## src/rtl/ltl_monitor_engine.sv

```systemverilog
// ltl_monitor_engine: run-time programmable homogeneous NFA monitor evaluating one LTL property over a symbol stream
module ltl_monitor_engine #(
  parameter int N_STATES = 16,
  parameter int SYM_W = 8,
  parameter int N_TERMS = 4,
  parameter int CNT_W = 16,
  localparam int IW = $clog2(N_STATES),
  localparam int TW = N_TERMS > 1 ? $clog2(N_TERMS) : 1,
  localparam int FW = N_TERMS + 3,
  localparam int DW = 2 * SYM_W > N_STATES ? (2 * SYM_W > FW ? 2 * SYM_W : FW) : (N_STATES > FW ? N_STATES : FW)
) (
  input  logic                clk,
  input  logic                reset_n,
  input  logic                run,
  input  logic                clear,
  input  logic [SYM_W-1:0]    symbols,
  input  logic                cfg_we,
  input  logic [1:0]          cfg_kind,
  input  logic [IW-1:0]       cfg_state,
  input  logic [TW-1:0]       cfg_term,
  input  logic [DW-1:0]       cfg_wdata,
  output logic                cfg_err,
  output logic [N_STATES-1:0] report,
  output logic                report_any,
  output logic [CNT_W-1:0]    report_count,
  output logic [CNT_W-1:0]    first_idx,
  output logic [CNT_W-1:0]    sym_count
);
  localparam logic [CNT_W-1:0] cnt_max = '1;
  logic [2*SYM_W-1:0] term_q [N_STATES][N_TERMS];
  logic [FW-1:0] flag_q [N_STATES];
  logic [N_STATES-1:0] adj_q [N_STATES];
  logic [N_STATES-1:0] act_q, act_d, match, rep_v;
  logic sod_q, upd_q, err_q, any_q, cfg_bad, cfg_ok, term_ok;
  logic [CNT_W-1:0] rcnt_q, first_q, sym_q;
  // flag layout: {term_en[N_TERMS-1:0], rep, all, sod}
  always_comb begin
    match = '0;
    rep_v = '0;
    act_d = '0;
    for (int s = 0; s < N_STATES; s++) begin
      for (int t = 0; t < N_TERMS; t++)
        match[s] = match[s] | (flag_q[s][3+t] & ((symbols & term_q[s][t][2*SYM_W-1:SYM_W]) == (term_q[s][t][SYM_W-1:0] & term_q[s][t][2*SYM_W-1:SYM_W])));
      rep_v[s] = flag_q[s][2];
      act_d[s] = match[s] & (|(act_q & adj_q[s]) | (flag_q[s][0] & sod_q) | flag_q[s][1]);
    end
  end
  assign cfg_bad = cfg_we & (run | cfg_kind == 2'd3 | {1'b0, cfg_state} >= (IW+1)'(N_STATES));
  assign cfg_ok = cfg_we & ~cfg_bad;
  assign term_ok = {1'b0, cfg_term} < (TW+1)'(N_TERMS);
  always_ff @(posedge clk) begin
    if (!reset_n) begin
      for (int s = 0; s < N_STATES; s++) begin
        flag_q[s] <= '0;
        adj_q[s] <= '0;
        for (int t = 0; t < N_TERMS; t++) term_q[s][t] <= '0;
      end
    end else if (cfg_ok) begin
      if (cfg_kind == 2'd0 && term_ok) term_q[cfg_state][cfg_term] <= cfg_wdata[2*SYM_W-1:0];
      if (cfg_kind == 2'd1) adj_q[cfg_state] <= cfg_wdata[N_STATES-1:0];
      if (cfg_kind == 2'd2) flag_q[cfg_state] <= cfg_wdata[FW-1:0];
    end
  end
  // upd_q marks that report reflects a freshly consumed symbol, so it is counted exactly once
  always_ff @(posedge clk) begin
    if (!reset_n) begin
      act_q <= '0;
      sod_q <= 1'b1;
      upd_q <= 1'b0;
      err_q <= 1'b0;
      any_q <= 1'b0;
      rcnt_q <= '0;
      first_q <= '0;
      sym_q <= '0;
    end else begin
      err_q <= cfg_bad;
      if (clear) begin
        act_q <= '0;
        sod_q <= 1'b1;
        upd_q <= 1'b0;
        any_q <= 1'b0;
        rcnt_q <= '0;
        first_q <= '0;
        sym_q <= '0;
      end else begin
        upd_q <= run;
        if (upd_q && |report) begin
          if (rcnt_q != cnt_max) rcnt_q <= rcnt_q + CNT_W'(1);
          if (!any_q) begin
            any_q <= 1'b1;
            first_q <= sym_q - CNT_W'(1);
          end
        end
        if (run) begin
          act_q <= act_d;
          sod_q <= 1'b0;
          if (sym_q != cnt_max) sym_q <= sym_q + CNT_W'(1);
        end
      end
    end
  end
  assign report = act_q & rep_v;
  assign cfg_err = err_q;
  assign report_any = any_q;
  assign report_count = rcnt_q;
  assign first_idx = first_q;
  assign sym_count = sym_q;
endmodule

```

## config.mk

```make
export PLATFORM = sky130hd
export DESIGN_NAME = ltl_monitor_engine
export DESIGN_NICKNAME = d
export VERILOG_FILES = /design/src/rtl/ltl_monitor_engine.sv
export SDC_FILE = /design/constraint.sdc
export NUM_CORES = 2
export LEC_CHECK = 0
export BUFFER_PORTS_ARGS = -buffer_cell sky130_fd_sc_hd__buf_2
export CORE_ASPECT_RATIO = 0.5
export CORE_MARGIN = 10
export CORE_UTILIZATION = 45
export CTS_BUF_LIST = sky130_fd_sc_hd__clkbuf_4 sky130_fd_sc_hd__clkbuf_8
export DETAILED_ROUTE_END_ITERATION = 10
export GPL_TIMING_DRIVEN = 0
export PLACE_DENSITY_LB_ADDON = 0.2
export SYNTH_ARGS = -nofsm -noshare
export SYNTH_HDL_FRONTEND = slang
export SYNTH_SLANG_ARGS = --single-unit
```

## constraint.sdc

```tcl
create_clock -name clk -period 3.7 [get_ports clk]
set_clock_uncertainty 0.05 [all_clocks]
set_input_delay 0.37 -clock clk [delete_from_list [all_inputs] [get_ports clk]]
set_output_delay 0.37 -clock clk [all_outputs]
set_load 0.1 [all_outputs]
```

==> flow_metrics.env <==
export IMPL_status="finished, violations left"
export IMPL_violations="max-capacitance violations, max-slew violations, negative setup slack"
export IMPL_finalHoldViolCount=0
export IMPL_timing_worst_setup_path_type="in2reg"
export IMPL_ys_types=47
export IMPL_worstPathCellList="dlygate4sd3_1, buf_2, nor4_2, buf_4, nand3b_1, clkbuf_1, clkbuf_2, o21ai_1, buf_6"
export IMPL_timing_final_max_slew_violations=61
export IMPL_wl_met2_mm=96.0
export IMPL_p_comb_frac=0.075
export IMPL_gp_congestion=0.929
export IMPL_synth_top_family_by_area="simple AND/OR/NAND/NOR gates"
export IMPL_p_total_mw=34.7
export IMPL_synthMuxAreaShare=0.000621
export IMPL_overflow=0
export IMPL_wire_per_inst_um=30.7
export IMPL_clkSlewWorstSetupHoldPaths_ns=0.07
export IMPL_synth_seq_cells=1460
export IMPL_cts_sinks=1460
export IMPL_grt_pass1_wl_mm=308
export IMPL_crit_buf_inv=6
export IMPL_m1WireLength_mm=89.6
export IMPL_routed_wirelength_mm=224
export IMPL_wl_met3_mm=30.1
export IMPL_dpl_cell_count=6833
export IMPL_finalCritPeriodShare=1.02
export IMPL_design_final_nets=5204
export IMPL_syn2layout_area_growth_pct=12.5
export IMPL_dr_max_layer_used="met5"
export IMPL_ioPinCount=103
export IMPL_htreeDepth=4
export IMPL_post_place_ws_ns=-1.09
export IMPL_avgSynthCellArea_um2=13.5
export IMPL_crit_family="buffers and inverters"
export IMPL_leakagePower_nw=25.7
export IMPL_syn_nets=4805
export IMPL_synth_xor_area_share=0.0749
export IMPL_critPathMaxStageDelay_ns=0.73
export IMPL_yosys_area_share_simple=0.172
export IMPL_vias=42748
export IMPL_maxSlewHeadroom=-0.0837
export IMPL_regArea_mm2=0.0432
export IMPL_fin_hold_ws_ns=0.0940
export IMPL_clock_latency_ns=0.96
export IMPL_numCtsBuffers=211
export IMPL_portBuffers=77
export IMPL_fin_util=0.509
export IMPL_power_switching_mw=8.73
export IMPL_drc=0
export IMPL_cts_tree="done"
export IMPL_gr_usage_all_layers=0.272
export IMPL_p_sw_frac=0.251
export IMPL_cap_violations=6
export IMPL_tightest_slew_ns=1.63
export IMPL_floorplan_initialDensity=0.452
export IMPL_antenna_found_initial=37
export IMPL_crit_arrival_ns=4.36
export IMPL_dp_hpwl_mm=149
export IMPL_drive_above_1_share=0.113
export IMPL_core_mm2=0.143
export IMPL_grt_max_degree=17
export IMPL_dieWidth_um=556
export IMPL_min_period_ns=3.76
export IMPL_setup_violations=27
export IMPL_clockBufferDepth=3
export IMPL_rows=98
export IMPL_vias_per_cell=5.87
export IMPL_syn_inst=4765
export IMPL_die_h_um=288
export IMPL_synth_compound_area_frac=0.0589
export IMPL_drt_iter0_drc=7919
export IMPL_power_density_mw_per_mm2=478
export IMPL_fill_cells=12215
export IMPL_yosys_warnings=0
export IMPL_yosysSeqAreaShare=0.669
export IMPL_dieArea_mm2=0.160
export IMPL_grt_pass1_vias=40572
export IMPL_synth_adder_area_share=0.000582
export IMPL_required_ns=4.30
export IMPL_synth_area_mm2=0.0645
export IMPL_vdd_ir_drop_max_mv=0.305
export IMPL_cts_root_buf="clkbuf_8"
export IMPL_multi_input_area_mm2=0.0199
export IMPL_p_int_mw=26.0
export IMPL_hp_class="in2reg"
export IMPL_instances_no_fill=7284
export IMPL_cp_start_kind="input port"
export IMPL_crit_slowest_cell="o21ai_1"
export IMPL_ant_nets=0
export IMPL_p_clk_frac=0.373
export IMPL_setup_slack_ns=-0.0613
export IMPL_firstDrtPassIters=9
export IMPL_p_seq_frac=0.552
export IMPL_fmax_mhz=266
export IMPL_grt_setup_unrepaired="yes"
export IMPL_crit_fanout=10
export IMPL_end_kind="flip-flop"
cell usage after synthesis, drive strengths merged:
| cell type | number | area, um2 |
|---|---|---|
| a21oi | 22 | 110 |
| or3b | 1 | 8.76 |
| or2 | 1 | 6.26 |
| buf | 51 | 275 |
| nand2b | 2 | 12.5 |
| nor3 | 12 | 70.1 |
| mux2i | 4 | 40.0 |
| xnor2 | 27 | 236 |
| and3 | 11 | 68.8 |
| a221oi | 96 | 841 |
| nor4 | 11 | 68.8 |
| and4 | 17 | 149 |
| or4 | 7 | 67.6 |
| edfxtp | 1392 | 41800 |
| xor2 | 525 | 4600 |
| nor2b | 6 | 37.5 |
| o41ai | 2 | 36.3 |
| nor3b | 1 | 7.51 |
| dfxtp | 68 | 1360 |
| nand3b | 19 | 143 |
| a21boi | 1 | 7.51 |
| clkbuf | 330 | 1240 |
| or3 | 2 | 12.5 |
| ha | 3 | 37.5 |
| a211oi | 14 | 170 |
| nand2 | 94 | 353 |
| and2 | 1401 | 8770 |
| nor2 | 152 | 573 |
| nand3 | 35 | 175 |
| o21ai | 131 | 656 |
| a311oi | 2 | 17.5 |
| a22oi | 64 | 480 |
| a222oi | 64 | 641 |
| inv | 11 | 41.3 |
| nand4 | 87 | 544 |
| a22o | 96 | 841 |
| nor4b | 3 | 26.3 |
final cells by class:
| cell class | instances | area share |
|---|---|---|
| diodes | 48 | 0.00165 |
| plain buffers | 381 | 0.0212 |
| clock buffers | 307 | 0.0504 |
| clock inverters | 78 | 0.00557 |
| inverters | 11 | 0.000569 |
| multi-input cells | 2913 | 0.274 |
| flip-flops and latches | 1460 | 0.595 |
| well taps | 1900 | 0.0327 |
| repair buffers | 186 | 0.0195 |
timing repair:
item,4_1_cts,5_1_grt
setup endpoints to repair,9,132
pin swaps,0,1
hold buffers,15,0
resized for setup,1,7
hold endpoints to repair,70,0
buffers inserted,0,3
final timing paths:
kind | endpoint | cells past startpoint | from | slack (ns)
max | term_q[8][47] | 9 | run | -0.06
min | term_q[13][33] | 2 | cfg_wdata[1] | 0.09
max reg2reg | report_count[7] | 8 | act_q[6] | 0.45
min reg2reg | report_any | 2 | report_any | 0.42
cells in the final DEF (no fill, tap or decap), types with 27 or more instances in the layout:
| cell | instances |
|---|---|
| nor2_1 | 151 |
| clkinv_1 | 55 |
| edfxtp_1 | 1392 |
| diode_2 | 48 |
| dfxtp_1 | 68 |
| xor2_1 | 525 |
| a222oi_1 | 64 |
| buf_6 | 43 |
| a221oi_1 | 96 |
| buf_2 | 117 |
| clkbuf_4 | 90 |
| nand2_1 | 94 |
| o21ai_1 | 80 |
| nand4_1 | 87 |
| a22oi_1 | 64 |
| clkbuf_1 | 311 |
| and2_1 | 1399 |
| xnor2_1 | 27 |
| buf_4 | 54 |
| a22o_1 | 96 |
| o21ai_0 | 39 |
| clkbuf_8 | 217 |
| nand3_1 | 35 |
per-layer routing:
metal  GRT usage  up-vias
met4       0.106       12
met5           0        -
met2       0.401     2853
met1       0.384    21576
li1            -    17866
met3      0.0736      441
cells by family (layout without fill, tap and decap cells):
| logic type | count (synthesis) | count (layout) |
|---|---|---|
| and+or+nand+nor | 1862 | 1862 |
| DFF | 1460 | 1460 |
| xor gates and xnor gates | 552 | 552 |
| AOI/OAI and AO/OA | 492 | 492 |
| buffers and inverters | 392 | 963 |
| muxes | 4 | 4 |
| adders and majority gates | 3 | 3 |
| other | 0 | 48 |
flip-flops by register name, indices dropped and copies added (netlist names):
name and cells:
act_q 16, adj_q 256, cfg_err 1, first_idx 16, flag_q 112, report_any 1
report_count 16, sod_q 1, sym_count 16, term_q 1024, upd_q 1
power by group through the flow:
stage               Clock [mW]  Sequential [mW]  Combinational (mW)
floorplan                    0             19.4                1.28
global placement             0             19.5                2.37
detailed placement           0             19.5                2.50
CTS                       12.9             19.2                2.53
global route              13.6             19.2                2.69
finish                    12.9             19.2                2.61
metrics by stage:
| stage | setup TNS, ns | instance area, um2 |
|---|---|---|
| 3_3_place_gp | -2792.62 | 67300 |
| 6_report | -0.758 | 72600 |
| 3_5_place_dp | -185.99 | 68200 |
| 5_1_grt | -0.147 | 72500 |
| 2_1_floorplan | 0 | 64500 |
| 4_1_cts | 0 | 72400 |
No activity file was read; power rests on OpenSTA's default activity.
